$ cat src/rtl/mem_access_ctrl_if.sv
// rtl/mem_access_ctrl_if.sv - data-memory request/acknowledge port between the MEM-stage controller and memory
interface mem_access_ctrl_if;
    logic        mem_req;
    logic        mem_we;
    logic [31:0] mem_addr;
    logic [31:0] mem_wdata;
    logic        mem_ack;
    logic [31:0] mem_rdata;

    // Controller side: issues the request, receives the completion strobe
    modport master (
        output mem_req,
        output mem_we,
        output mem_addr,
        output mem_wdata,
        input  mem_ack,
        input  mem_rdata
    );

    // Memory side
    modport slave (
        input  mem_req,
        input  mem_we,
        input  mem_addr,
        input  mem_wdata,
        output mem_ack,
        output mem_rdata
    );
endinterface

$ cat src/rtl/mem_access_ctrl.sv
// rtl/mem_access_ctrl.sv - MEM-stage access controller with pipeline stall; optional timeout abort under MEM_TIMEOUT_EN
module mem_access_ctrl #(
    parameter int TIMEOUT = 16
) (
    input  logic                      clk,
    input  logic                      rst_n,
    input  logic                      MemRead,
    input  logic                      MemWrite,
    input  logic [31:0]               alu_out,
    input  logic [31:0]               wdata,
    mem_access_ctrl_if.master         mem,
    output logic [31:0]               douta,
    output logic                      stall,
    output logic                      misalign,
    output logic                      bus_err
);

    typedef enum logic [1:0] {
        IDLE = 2'd0,
        REQ  = 2'd1,
        DONE = 2'd2
    } state_t;

    state_t state;

    logic acc;
    logic ok;

    assign acc = MemRead | MemWrite;
    assign ok  = (alu_out[1:0] == 2'b00);

    // A TIMEOUT outside 1..255 cannot be represented by the 8-bit wait counter
    if (TIMEOUT < 1 || TIMEOUT > 255) begin : g_bad_timeout
        $error("mem_access_ctrl: TIMEOUT must be in 1..255");
    end

`ifdef MEM_TIMEOUT_EN
    logic [7:0] wait_cnt;
    logic       bus_err_q;
    assign bus_err = bus_err_q;
`else
    assign bus_err = 1'b0;
`endif

    // Transaction FSM: latches the access in IDLE, holds it through REQ, gives one DONE cycle
    always_ff @(posedge clk or negedge rst_n) begin
        if (!rst_n) begin
            state         <= IDLE;
            mem.mem_req   <= 1'b0;
            mem.mem_we    <= 1'b0;
            mem.mem_addr  <= 32'h0;
            mem.mem_wdata <= 32'h0;
            douta         <= 32'h0;
`ifdef MEM_TIMEOUT_EN
            wait_cnt      <= 8'h0;
            bus_err_q     <= 1'b0;
`endif
        end else begin
            case (state)
                IDLE: begin
                    if (acc && ok) begin
                        mem.mem_req   <= 1'b1;
                        // Simultaneous read and write is treated as a write
                        mem.mem_we    <= MemWrite;
                        mem.mem_addr  <= alu_out;
                        mem.mem_wdata <= wdata;
                        state         <= REQ;
`ifdef MEM_TIMEOUT_EN
                        wait_cnt      <= 8'h0;
`endif
                    end
                end
                REQ: begin
                    if (mem.mem_ack) begin
                        mem.mem_req <= 1'b0;
                        if (!mem.mem_we) begin
                            douta <= mem.mem_rdata;
                        end
                        state <= DONE;
                    end
`ifdef MEM_TIMEOUT_EN
                    // Count value c marks the (c+1)-th REQ cycle, so abort ends REQ after TIMEOUT cycles
                    else if (wait_cnt == 8'(TIMEOUT - 1)) begin
                        mem.mem_req <= 1'b0;
                        bus_err_q   <= 1'b1;
                        state       <= DONE;
                    end else begin
                        wait_cnt <= wait_cnt + 8'd1;
                    end
`endif
                end
                DONE: begin
                    // Inputs still belong to the retiring instruction; always return to IDLE
`ifdef MEM_TIMEOUT_EN
                    bus_err_q <= 1'b0;
`endif
                    state <= IDLE;
                end
                default: begin
                    state       <= IDLE;
                    mem.mem_req <= 1'b0;
                end
            endcase
        end
    end

    // Pipeline freeze and misalignment flag decoded from the current state
    always_comb begin
        stall    = 1'b0;
        misalign = 1'b0;
        case (state)
            IDLE: begin
                stall    = acc & ok;
                misalign = acc & ~ok;
            end
            REQ:     stall = 1'b1;
            default: stall = 1'b0;
        endcase
    end

endmodule

$ cat src/flat_wrapper.sv
// flat-port wrapper written by rule: the top's interface ports become plain ports
module mem_access_ctrl_flat 
#(
    parameter int TIMEOUT = 16
)
  (clk, rst_n, MemRead, MemWrite, alu_out, wdata, douta, stall, misalign, bus_err, mem_mem_req, mem_mem_we, mem_mem_addr, mem_mem_wdata, mem_mem_ack, mem_mem_rdata);
  mem_access_ctrl_if mem_i ();
  input  logic clk;
  input  logic rst_n;
  input  logic MemRead;
  input  logic MemWrite;
  input  logic [31:0] alu_out;
  input  logic [31:0] wdata;
  output logic [31:0] douta;
  output logic stall;
  output logic misalign;
  output logic bus_err;
  output wire logic [$bits(mem_i.mem_req)-1:0] mem_mem_req;
  output wire logic [$bits(mem_i.mem_we)-1:0] mem_mem_we;
  output wire logic [$bits(mem_i.mem_addr)-1:0] mem_mem_addr;
  output wire logic [$bits(mem_i.mem_wdata)-1:0] mem_mem_wdata;
  input wire logic [$bits(mem_i.mem_ack)-1:0] mem_mem_ack;
  input wire logic [$bits(mem_i.mem_rdata)-1:0] mem_mem_rdata;
  assign mem_mem_req = mem_i.mem_req;
  assign mem_mem_we = mem_i.mem_we;
  assign mem_mem_addr = mem_i.mem_addr;
  assign mem_mem_wdata = mem_i.mem_wdata;
  assign mem_i.mem_ack = mem_mem_ack;
  assign mem_i.mem_rdata = mem_mem_rdata;
  mem_access_ctrl #(.TIMEOUT(TIMEOUT)) u_core (.clk(clk), .rst_n(rst_n), .MemRead(MemRead), .MemWrite(MemWrite), .alu_out(alu_out), .wdata(wdata), .mem(mem_i), .douta(douta), .stall(stall), .misalign(misalign), .bus_err(bus_err));
endmodule
$ cat config.mk
export PLATFORM = sky130hd
export DESIGN_NAME = mem_access_ctrl_flat
export DESIGN_NICKNAME = d
export VERILOG_FILES = /design/src/rtl/mem_access_ctrl_if.sv /design/src/rtl/mem_access_ctrl.sv /design/src/flat_wrapper.sv
export SDC_FILE = /design/constraint.sdc
export NUM_CORES = 1
export LEC_CHECK = 0
export BUFFER_PORTS_ARGS = -buffer_cell sky130_fd_sc_hd__buf_2
export CAP_MARGIN = 20
export CORE_ASPECT_RATIO = 1.4
export CORE_MARGIN = 5
export CORE_UTILIZATION = 34
export CTS_CLUSTER_SIZE = 28
export DETAILED_ROUTE_END_ITERATION = 7
export SLEW_MARGIN = 10
export SYNTH_ARGS = -nofsm -noshare
export SYNTH_HDL_FRONTEND = slang
export SYNTH_SLANG_ARGS = --single-unit
$ cat constraint.sdc
create_clock -name clk -period 3.29 [get_ports clk]
set_input_delay 0.658 -clock clk [delete_from_list [all_inputs] [get_ports clk]]
set_output_delay 0.658 -clock clk [all_outputs]
set_load 0.01 [all_outputs]
== Yosys cells after proc, flatten, opt, wreduce, memory -nomap -nowiden ==
Cells that the tools add are included.
Widths: inputs -> output; s select.
Word-level totals
  flip-flop bits (word level): 100
  input bits: 101
  output and inout port bits: 101
Cells by class
  bitwise gates (word level): 6
  reductions and logical operators: 7
  mux-type cells: 8
  eq/ne operators: 4
Operators with widths (count)
  $reduce_and 3->1: 2
  $logic_not 2->1: 2
  $mux 2: 2
  $pmux 2 s2: 1
  $reduce_and 2->1: 2
  $mux 1: 3
  $not 1->1: 3
  $pmux 1 s3: 1
  $and 1x1->1: 2
  $eq 2x1->1 const B: 1
  $eq 2x2->1 const B: 1
  $ne 2x1->1 const B: 1
  $ne 2x2->1 const B: 1
  $pmux 1 s2: 1
  $logic_and 1x1->1: 1
  $or 1x1->1: 1

== Depth between registers and ports, before layout ==
Gate-level depths: netlist of run 1.
  word-level depth: 4
  depth in mapped cells: 6
  gate-level depth less buffers: 3

== Worst setup path after synthesis of run 1 ==
No wires, ideal clock.
  path type: input -> register
  from: input alu_out[1]
  to: register u_core.mem.mem_wdata[10]
  setup time: 0.125 ns
  arrival: 1.892 ns
  stages: 6
  setup slack: 1.273 ns
  buffers on the path: 3
  cell sequence: nor2_2 or4b_1 clkbuf_1 buf_6 buf_6 mux2_4
Between the ends
  word-level cells in the longest chain between the ends: 3
Ends and longest elaborated chain
  start, declared: RTL line flat_wrapper.sv:12  | input logic [31:0] alu_out;
  $logic_not 2->1: RTL line mem_access_ctrl.sv:30  | assign ok = (alu_out[1:0] == 2'b00);
  $logic_and 1x1->1: RTL line mem_access_ctrl.sv:61  | if (acc && ok) begin
  $reduce_and 2->1 (no line)
  end signal, assigned: RTL line mem_access_ctrl.sv:66  | mem.mem_wdata <= wdata;
  end, declared: RTL line mem_access_ctrl_if.sv:15  | output mem_wdata,
Every way passes these cells.
A chain may end at the register's enable or synchronous reset.

== Worst setup path in the final report of run 1 ==
  from: input alu_out[1]
  to: register u_core.mem.mem_wdata[8]
The elaborated chain is that of the path after synthesis.

==> summary.md, run 1 <==
| Metric | Value |
|---|---|
| Floorplan core area | `0.0112 mm2` |
| Grt met1 use | `between 10% and 20%` |
| Die ar. | `0.0136 mm2` |
| CP max-delay cell | `or4b_4` |
| Post-Place Cells | `~560` |
| Initial DRC Count | `33` |
| Unrepaired setup endpoints after global routing | `false` |
| Worst EP required | `3.51 ns` |
| Max-cap violation count | `0` |
| PD cells | `roughly 790 mW/mm2` |
| Reg2reg start | `u_core.state[1]` |
| Cell Chain, Critical Path | `buf_2 -> nor2_2 -> or4b_4 -> mux2_4` |
| R2R depth | `2` |
| Slew Limit Fails | `0` |
| Final setup vio count | `0` |
| Drt pass-1 iters | `3` |
| Initial antenna violation count | `0` |
| Period Utilization, post-route | `between 60% and 70%` |
| Hold Vio Cnt, Final | `0` |
| Final cell count without fillers | `about 570` |
| PostCTS Resize Cnt | `0` |
| H-tree lvl count | `3` |
| First-pass GRT wire length | `14,100 um` |
| Vias in the first global route | `approximately 2,800` |
| Clk_lat worst skew | `about 0.34 ns` |
| P&R area growth vs syn | `37.2%` |
| GRT met3 Usage | `3.75%` |
| Achievable Freq | `around 500 MHz` |
| Gate power share | `between 30% and 40%` |
| Mapped Area | `around 0.0039 mm2` |
| DR vias/cell | `~4.5` |
| Seq/Total Area, Yosys | `about two thirds` |
| Clock buffer depth | `2` |
| Post-Route WL | `between 8000 and 9000 um` |
| Die Span Y | `between 100 and 150 um` |
| CP arrival | `roughly 2.3 ns` |
| Num CTS Buffers | `9` |
| Dpl ws | `~0.9 ns` |
| Initial cell density of the core | `34.3%` |
| Outcome | `finished clean` |
| Final worst path period need | `a little over 2 ns` |
| Ys Warns | `0` |
| Crit-path max FO | `67` |
| Fillers | `roughly 1,100` |
| Port buffer count | `200` |
| CTS tree | `done` |
| Switching share of power | `between 20 and 30%` |
| Synth cell types | `21` |
| Avg Cell Area, Syn | `between 15 and 20 um2` |
| Final Worst Setup Slack | `about 1.2 ns` |
| Largest family of logic cells by synthesized area | `multiplexers` |
| Total track usage | `roughly an eighth` |
| Clk pwr share | `between 20% and 30%` |
| Gpl congestion | `0.747` |
| FP Rows | `46` |
| Hold WS | `about 0.27 ns` |
| Hold Path Class | `input port to async pin` |
| Cell family with most CP delay | `simple AND/OR/NAND/NOR gates` |
| Worst Path Buf+Inv | `1` |
| RR Endpoint | `u_core.mem.mem_wdata[8]` |
| Vias after detailed routing | `approximately 2,600` |
| XOR/XNOR share of the synthesized area | `0%` |
| CTS Hold Bufs | `0` |
| Largest stage delay on the critical path | `0.88 ns` |
| Switching power | `~0.0012 W` |
| Worst-Margin Slew | `approximately 1 ns` |
| Largest net degree at the start of global routing | `86` |
| Leak | `~2.7 nW` |
| Final cell utilization of the core | `47.1%` |
| Syn Nets | `about 330` |
| Clock sinks | `100` |
| VDD IR max | `about 330 uV` |
| Post-CTS Setup Bufs | `0` |
| Post-route ant nets | `0` |
| Met2 global-route usage | `22.4%` |
| Setup Skew | `slightly above 0.007 ns` |
| Startpoint types | `input port` |
| Clk root buf | `clkbuf_16` |
| Worst setup EP type | `register` |
| Synth Area in Compound Gates | `0.585%` |
| Worst reg2reg setup slack | `approximately 1.3 ns` |
| Crit path from | `alu_out[1]` |
| Final antenna diode count | `0` |
| Internal power | `a little under 0.003 W` |
| Die X | `around 100 um` |
| Share of layout cells above drive strength 1 | `between 70 and 80%` |
| Sequential power share | `44.9%` |
| Post-route DRC | `0` |
| Relative slew slack | `between 30% and 40%` |
| Setup TNS | `0 ns` |
| Clock transition at path regs | `roughly 0.07 ns` |
| Final net count | `around 530` |
| Gr busiest metal | `met2` |
| I/O pins | `between 200 and 250` |
| Critical setup path kind | `input port to register` |
| Yosys reg bits | `100` |
| Simple-Gate Fraction of Synth Area | `1.59%` |
| Hpwl dp | `a little under 7000 um` |
| Post-Synth Adder-Cell Area | `0%` |
| Total grt overflow | `0` |
| Cells after synthesis | `roughly 220` |
| Mux share of post-synthesis cell area | `30.3%` |
| Post-DR wirelength/cell | `around 16 um` |
power by group through the flow:
stage	logic (W)	clock network [W]	registers, W
global placement	0.00128	0	0.00188
global route	0.00139	0.00110	0.00192
floorplan	0.000481	0	0.00208
CTS	0.00131	0.00105	0.00187
detailed placement	0.00131	0	0.00189
finish	0.00128	0.00101	0.00187
cell usage in the layout, fill, tap and decap left out, types with 2 or more instances in the layout:
master and n:
buf_2 199, dfrtp_1 100, mux2_2 67, mux2_4 26, clkbuf_16 9, buf_4 4
clkinvlp_4 3, o21ai_0 2, and2_1 2, nand2_1 2, mux2_1 2
per-stage QoR:
step / instance area [um2] / total power, W
after detailed placement: 4970 / 0.00320
after global routing: 5280 / 0.00441
after CTS: 5260 / 0.00424
after floorplan: 3850 / 0.00256
after global placement: 4970 / 0.00316
final: 5280 / 0.00415
state kept, by name, indices dropped and copies added, names as in the netlist:
signal / cells
u_core.douta: 32
u_core.mem.mem_req: 1
u_core.mem.mem_addr: 32
u_core.state: 2
u_core.mem.mem_wdata: 32
u_core.mem.mem_we: 1
kinds of logic (layout without fill, tap and decap cells):
logic type / after synthesis / count (layout)
buf+inv: 14 / 219
compound gates: 4 / 4
simple gates: 10 / 10
other cells: 1 / 1
flops: 100 / 100
mux: 95 / 95
cell type report:
cell class | instances | area [um2] | share of cell area (%)
sequential | 100 | 2500 | 47.4
multi-input combinational | 110 | 1260 | 23.9
timing repair buffer | 204 | 1050 | 19.9
clock buffer | 10 | 229 | 4.33
tap | 144 | 180 | 3.41
clock inverter | 4 | 52.6 | 0.995
inverter | 1 | 3.75 | 0.0711
worst reg2reg max path, delay by kind of cell (launching register included):
kind	cells	cell delay (ns)
simple gates	1	0.94
flops	1	0.43
mux	1	0.50
cell usage after synthesis, drive strengths merged:
library cell	n	share of area, %
nand2	2	0.20
nor2	2	0.26
a21oi	1	0.13
conb	1	0.097
and2	2	0.32
o21ai	2	0.26
o31ai	1	0.20
inv	1	0.097
and3b	1	0.23
dfrtp	100	65
mux2	95	30
clkbuf	2	0.20
nor2b	1	0.16
buf	11	2.1
or4b	1	0.26
nor4	1	0.16
worst max path at each step:
stage / to / slack [ns] / cells after the start
6_report: u_core.mem.mem_wdata[8] / 1.23 / 4
5_1_grt: u_core.mem.mem_wdata[8] / 1.18 / 4
4_1_cts: u_core.mem.mem_wdata[6] / 1.24 / 4
3_5_place_dp: u_core.mem.mem_wdata[6] / 0.87 / 4
3_3_place_gp: u_core.mem.mem_wdata[7] / 0.93 / 4
2_1_floorplan: u_core.mem.mem_wdata[10] / 1.27 / 6
per-layer routing:
layer  vias up  wire (um)  share of wire, %
met3        16        726               8.2
met1      1270       3260                37
met5         -          0                 0
li1       1176          -                 -
met4         0        213               2.4
met2       116       4700                53
Note: power is estimated with default switching activity, not from simulation.
==> run 2, diff against run 1 <==
--- a/config.mk
+++ b/config.mk
@@ -12,6 +12,7 @@
 export CORE_UTILIZATION = 34
 export CTS_CLUSTER_SIZE = 28
 export DETAILED_ROUTE_END_ITERATION = 7
+export PLACE_DENSITY = 0.66
 export SLEW_MARGIN = 10
 export SYNTH_ARGS = -nofsm -noshare
 export SYNTH_HDL_FRONTEND = slang
==> constraint.sdc (replaced) <==
create_clock -name clk -period 1.72 [get_ports clk]
set_input_delay 0.344 -clock clk [delete_from_list [all_inputs] [get_ports clk]]
set_output_delay 0.344 -clock clk [all_outputs]
set_load 0.01 [all_outputs]
==> summary.md, run 2 (synthesis results as in run 1) <==
| Metric | Value |
|---|---|
| H-tree lvl count | `3 (unchanged)` |
| Achievable Freq | `592 MHz` |
| Post-Route WL | `8690 um (was 8900 um)` |
| Worst EP required | `1.94 ns (was 3.51 ns)` |
| P&R area growth vs syn | `38.4% (was 37.2%)` |
| Final setup vio count | `0 (unchanged)` |
| Hold Path Class | `input port to async pin (unchanged)` |
| Outcome | `finished clean (unchanged)` |
| DR vias/cell | `4.49 (was 4.50)` |
| Clock sinks | `100 (unchanged)` |
| Total grt overflow | `0 (unchanged)` |
| Worst setup EP type | `register (unchanged)` |
| I/O pins | `202 (unchanged)` |
| VDD IR max | `542 uV (was 334 uV)` |
| Gpl congestion | `0.767 (was 0.747)` |
| Cell Chain, Critical Path | `or4b_4 -> buf_12 -> mux2_4 (was buf_2 -> nor2_2 -> or4b_4 -> mux2_4)` |
| Internal power | `0.00552 W (was 0.00294 W)` |
| Post-CTS Setup Bufs | `0 (unchanged)` |
| Placed cell area | `0.00504 mm2 (was 0.00497 mm2)` |
| Initial cell density of the core | `34.3% (unchanged)` |
| Clock transition at path regs | `0.07 ns (about the same)` |
| First-pass GRT wire length | `13,800 um (was 14,100 um)` |
| Port buffer count | `200 (unchanged)` |
| Crit-path max FO | `49 (was 67)` |
| Final net count | `530 (was 527)` |
| Reg2reg start | `u_core.state[1] (unchanged)` |
| Most frequent cells in the layout | `buf_2, dfrtp_1, mux2_2, mux2_4, clkbuf_16 (unchanged)` |
| Gate power share | `31.6% (was 30.8%)` |
| Hold Vio Cnt, Final | `0 (unchanged)` |
| Hpwl dp | `6530 um (was 6730 um)` |
| Setup TNS | `0 ns (unchanged)` |
| Top Registers | `u_core.douta (32), u_core.mem.mem_addr (32), u_core.mem.mem_wdata (32) (unchanged)` |
| Final antenna diode count | `0 (unchanged)` |
| Vias after detailed routing | `2,594 (was 2,578)` |
| Initial DRC Count | `37 (was 33)` |
| Initial antenna violation count | `0 (unchanged)` |
| Largest net degree at the start of global routing | `101 (was 86)` |
| Leak | `2.74 nW (was 2.72 nW)` |
| Share of layout cells above drive strength 1 | `73.3% (was 73.0%)` |
| Worst-Margin Slew | `0.531 ns (was 0.992 ns)` |
| Num CTS Buffers | `9 (unchanged)` |
| Total track usage | `12.7% (was 13.3%)` |
| Fin area | `0.00533 mm2 (was 0.00528 mm2)` |
| FP Rows | `46 (unchanged)` |
| Die X | `100 um (unchanged)` |
| Slew Limit Fails | `0 (unchanged)` |
| Clk_lat worst skew | `0.34 ns (about the same)` |
| Largest stage delay on the critical path | `0.56 ns (was 0.88 ns)` |
| Drt pass-1 iters | `4 (was 3)` |
| Switching power | `0.00236 W (was 0.00121 W)` |
| Vias in the first global route | `2,851 (was 2,832)` |
| Max-cap violation count | `0 (unchanged)` |
| Period Utilization, post-route | `a little over nine tenths` |
| Clk pwr share | `23.3% (was 24.3%)` |
| Post-DR wirelength/cell | `15.0 um (was 15.5 um)` |
| Clock buffer depth | `2 (unchanged)` |
| Floorplan core area | `0.0112 mm2 (unchanged)` |
| PD cells | `1480 mW/mm2 (was 787 mW/mm2)` |
| Critical setup path kind | `register to register (was input port to register)` |
| CP arrival | `1.91 ns (was 2.27 ns)` |
| Setup Skew | `0.00690 ns (was 0.00718 ns)` |
| Relative slew slack | `64.6% (was 33.9%)` |
| Clk root buf | `clkbuf_16 (unchanged)` |
| Commonest non-fill, non-tap cell in the layout | `buf_2 (unchanged)` |
| Post-route ant nets | `0 (unchanged)` |
| CTS tree | `done (unchanged)` |
| Crit path from | `u_core.state[1] (was alu_out[1])` |
| Die ar. | `0.0136 mm2 (unchanged)` |
| Die Span Y | `136 um (unchanged)` |
| Final cell utilization of the core | `47.5% (was 47.1%)` |
| CP max-delay cell | `or4b_4 (unchanged)` |
| Post-route DRC | `0 (unchanged)` |
| Sequential power share | `45.1% (was 44.9%)` |
| Startpoint types | `register (was input port)` |
| Switching share of power | `29.9% (was 29.2%)` |
| Final worst path period need | `between 1.5 and 2 ns` |
## run 2: worst paths after layout
path                                                 end  slack [ns]  cells after the start
worst max-delay path            u_core.mem.mem_wdata[19]        0.03                      3
worst min-delay path                    u_core.douta[24]        0.05                      2
worst max register to register  u_core.mem.mem_wdata[19]        0.03                      3
worst min register to register        u_core.mem.mem_req        0.48                      2
max in group asynchronous        u_core.mem.mem_addr[14]        1.25                      2
min in group clk                         u_core.state[0]        0.22                      2
## run 2: metal layers
metal | part of all wire (%) | track usage (%) | wire length, um
met1 | 38 | 14.9 | 3270
met2 | 50 | 20.4 | 4340
met3 | 11 | 5.39 | 915
met4 | 1.9 | 5.01 | 163
met5 | 0 | 0 | 0
## run 2: critical path, delay by kind of cell, from the launching register on
family | cells | cell delay [ns]
mux | 1 | 0.34
flops | 1 | 0.42
buf+inv | 1 | 0.21
simple gates | 1 | 0.56
## run 2: layout make-up
class                      count  area [um2]
fill                        1031        5890
sequential                   100        2500
multi-input combinational    110        1280
timing repair buffer         207        1100
clock buffer                  11         233
tap                          144         180
clock inverter                 5        37.5
inverter                       1        3.75
## run 2: what timing repair did
item,4_1_cts,5_1_grt
resized for setup,0,3
endpoints found under the hold margin,0,0
hold buffers,0,0
endpoints found under the setup margin,0,1
## run 2: power groups by stage
stage	registers (W)	clock network (W)	logic (W)
after floorplan	0.00398	0	0.000919
after global placement	0.00359	0	0.00245
after detailed placement	0.00360	0	0.00254
after CTS	0.00356	0.00192	0.00253
after global routing	0.00365	0.00201	0.00269
final	0.00355	0.00184	0.00249
## run 2: through the flow
step           cells  total power [W]  hold WS (ns)  setup slack [ns]
2_1_floorplan    224          0.00490        0.0484           0.00408
3_3_place_gp     562          0.00604         0.441           -0.0225
3_5_place_dp     562          0.00613         0.449           -0.0551
4_1_cts          578          0.00801        0.0751            0.0237
5_1_grt          578          0.00835         0.104          -0.00543
6_report         578          0.00787        0.0499            0.0299
==> run 3, diff against run 2 <==
--- a/config.mk
+++ b/config.mk
@@ -5,14 +5,13 @@
 export SDC_FILE = /design/constraint.sdc
 export NUM_CORES = 1
 export LEC_CHECK = 0
-export BUFFER_PORTS_ARGS = -buffer_cell sky130_fd_sc_hd__buf_2
+export BUFFER_PORTS_ARGS = -buffer_cell sky130_fd_sc_hd__buf_4
 export CAP_MARGIN = 20
 export CORE_ASPECT_RATIO = 1.4
 export CORE_MARGIN = 5
 export CORE_UTILIZATION = 34
 export CTS_CLUSTER_SIZE = 28
 export DETAILED_ROUTE_END_ITERATION = 7
-export PLACE_DENSITY = 0.66
 export SLEW_MARGIN = 10
 export SYNTH_ARGS = -nofsm -noshare
 export SYNTH_HDL_FRONTEND = slang
==> constraint.sdc (replaced) <==
create_clock -name clk -period 2.1 [get_ports clk]
set_input_delay 0.42 -clock clk [delete_from_list [all_inputs] [get_ports clk]]
set_output_delay 0.42 -clock clk [all_outputs]
set_load 0.01 [all_outputs]
==> summary.md, run 3 (synthesis results as in run 1) <==
| Metric | Value |
|---|---|
| Outcome | `finished clean (unchanged)` |
| Top Registers | `u_core.douta (32), u_core.mem.mem_addr (32), u_core.mem.mem_wdata (32) (unchanged)` |
| Setup TNS | `0 ns (unchanged)` |
| Clock transition at path regs | `0.07 ns (about the same)` |
| Leak | `2.90 nW (was 2.74 nW)` |
| Vias in the first global route | `2,931 (was 2,851)` |
| Floorplan core area | `0.0112 mm2 (unchanged)` |
| Largest net degree at the start of global routing | `44 (was 101)` |
| Post-CTS Setup Bufs | `0 (unchanged)` |
| DR vias/cell | `4.45 (was 4.49)` |
| Clk_lat worst skew | `0.33 ns (was 0.34 ns)` |
| H-tree lvl count | `3 (unchanged)` |
| Die X | `100 um (unchanged)` |
| RR Endpoint | `u_core.mem.mem_wdata[12] (was u_core.mem.mem_wdata[19])` |
| I/O pins | `202 (unchanged)` |
| Startpoint types | `register (unchanged)` |
| P&R area growth vs syn | `51.0% (was 38.4%)` |
| Final setup vio count | `0 (unchanged)` |
| Switching share of power | `28.0% (was 29.9%)` |
| Final worst path period need | `1.73 ns (was 1.69 ns)` |
| Clk pwr share | `22.6% (was 23.3%)` |
| Final Power | `0.00695 W (was 0.00787 W)` |
| VDD IR max | `454 uV (was 542 uV)` |
| Sequential power share | `42.2% (was 45.1%)` |
| Clk root buf | `clkbuf_16 (unchanged)` |
| Initial DRC Count | `34 (was 37)` |
| Most frequent cells in the layout | `buf_4, dfrtp_1, mux2_2, mux2_4, clkbuf_16 (was buf_2, dfrtp_1, mux2_2, mux2_4, clkbuf_16)` |
| PD cells | `1190 mW/mm2 (was 1480 mW/mm2)` |
| Reg2reg start | `u_core.state[0] (was u_core.state[1])` |
| FP Rows | `46 (unchanged)` |
| Critical setup path kind | `register to register (unchanged)` |
| Hold Path Class | `input port to async pin (unchanged)` |
| Cell Chain, Critical Path | `or4b_4 -> buf_4 -> mux2_4 (was or4b_4 -> buf_12 -> mux2_4)` |
| Slew Limit Fails | `0 (unchanged)` |
| Period Utilization, post-route | `82.6% (was 98.3%)` |
| Crit path from | `u_core.state[0] (was u_core.state[1])` |
| Drt pass-1 iters | `4 (unchanged)` |
| CP max-delay cell | `or4b_4 (unchanged)` |
| Achievable Freq | `577 MHz (was 592 MHz)` |
| Clock sinks | `100 (unchanged)` |
| First-pass GRT wire length | `14,900 um (was 13,800 um)` |
| Setup Skew | `0.00418 ns (was 0.00690 ns)` |
| Switching power | `0.00194 W (was 0.00236 W)` |
| Max-cap violation count | `0 (unchanged)` |
| Multi-input logic area | `0.00126 mm2 (was 0.00128 mm2)` |
| Hold Vio Cnt, Final | `0 (unchanged)` |
| Final net count | `528 (was 530)` |
| Share of layout cells above drive strength 1 | `73.1% (was 73.3%)` |
| Die ar. | `0.0136 mm2 (unchanged)` |
| Worst EP required | `2.32 ns (was 1.94 ns)` |
| Worst setup endpoint | `u_core.mem.mem_wdata[12] (was u_core.mem.mem_wdata[19])` |
| Port buffer count | `200 (unchanged)` |
| CTS tree | `done (unchanged)` |
| Post-route ant nets | `0 (unchanged)` |
| Worst setup EP type | `register (unchanged)` |
| Commonest non-fill, non-tap cell in the layout | `buf_4 (was buf_2)` |
| Crit-path max FO | `27 (was 49)` |
| PostCTS Resize Cnt | `0 (unchanged)` |
| Post-route DRC | `0 (unchanged)` |
| Die Span Y | `136 um (unchanged)` |
| CTS Hold Bufs | `0 (unchanged)` |
| Post-DR wirelength/cell | `16.5 um (was 15.0 um)` |
| Gate power share | `35.2% (was 31.6%)` |
| Clock buffer depth | `2 (unchanged)` |
| R2R depth | `3 (unchanged)` |
| Final antenna diode count | `0 (unchanged)` |
| Unrepaired setup endpoints after global routing | `false` |
| Vias after detailed routing | `2,563 (was 2,594)` |
| Initial cell density of the core | `34.3% (unchanged)` |
| Worst reg2reg setup slack | `0.37 ns (was 0.03 ns)` |
| Hpwl dp | `7310 um (was 6530 um)` |
| Internal power | `0.00500 W (was 0.00552 W)` |
| Fillers | `993 (was 1,031)` |
| Total track usage | `14.1% (was 12.7%)` |
| Sequential cell area | `0.00250 mm2 (unchanged)` |
| Total grt overflow | `0 (unchanged)` |
| CP arrival | `1.95 ns (was 1.91 ns)` |
| Initial antenna violation count | `0 (unchanged)` |
| Worst-Margin Slew | `0.547 ns (was 0.531 ns)` |
| Post-Route WL | `9480 um (was 8690 um)` |
| Num CTS Buffers | `9 (unchanged)` |
| Largest stage delay on the critical path | `0.57 ns (was 0.56 ns)` |
| Relative slew slack | `63.6% (was 64.6%)` |
| Gpl congestion | `0.794 (was 0.767)` |
==> run 3: changes by cell type in the layout (fill, tap and decap cells not counted) <==
cell | before | now
inv_6 | 1 | 0
clkinv_4 | 1 | 0
buf_4 | 4 | 202
buf_6 | 1 | 0
nor4_4 | 1 | 0
clkbuf_1 | 2 | 1
buf_2 | 199 | 0
clkbuf_8 | 0 | 3
nor4_1 | 0 | 1
==> run 3: worst min path at each step <==
stage / start / endpoint / slack, ns / depth (start not counted)
floorplan: rst_n / u_core.douta[0] / 0.12 / 0
global placement: rst_n / u_core.mem.mem_wdata[4] / 0.44 / 1
detailed placement: rst_n / u_core.mem.mem_wdata[2] / 0.45 / 1
CTS: rst_n / u_core.mem.mem_wdata[2] / 0.08 / 1
global route: rst_n / u_core.mem.mem_wdata[2] / 0.10 / 1
finish: rst_n / u_core.mem.mem_wdata[2] / 0.07 / 1
==> run 3: routing by layer <==
layer	share of wire [%]	track usage, %	up-vias
met5	0	0	-
met4	3.4	7.14	0
met3	8.0	4.11	19
met2	52	23.6	116
met1	36	16.2	1243
li1	-	-	1185
==> run 3: metrics by stage <==
step / area (um2) / std cells / hold slack, ns / utilization, % / worst slack [ns]
floorplan: 3850 / 224 / 0.124 / - / 0.321
global placement: 5520 / 560 / 0.438 / 49.2 / 0.219
detailed placement: 5520 / 560 / 0.447 / 49.2 / 0.189
CTS: 5810 / 576 / 0.0812 / 51.8 / 0.368
global route: 5810 / 576 / 0.102 / 51.8 / 0.317
finish: 5810 / 576 / 0.0679 / 51.8 / 0.366
==> run 3: power groups by stage <==
stage                     Clock (W)  Combinational, W  Sequential (W)
after global routing        0.00171           0.00263         0.00304
after detailed placement          0           0.00251         0.00297
after floorplan                   0          0.000753         0.00326
final                       0.00157           0.00244         0.00293
after CTS                   0.00164           0.00251         0.00294
after global placement            0           0.00247         0.00295
==> run 3: cell type report <==
cell class	instances	share of cell area [%]
Multi-Input combinational cell	110	21.7
Tap cell	144	3.10
Inverter	1	0.0646
Timing Repair Buffer	205	27.1
Clock buffer	13	4.65
Sequential cell	100	43.0
Clock inverter	3	0.344
==> run 3: worst max-delay path: cells and delay by family (launching register included) <==
family / cells / cell delay (ns)
and+or+nand+nor: 1 / 0.57
muxes: 1 / 0.34
buffers and inverters: 1 / 0.28
DFF: 1 / 0.42
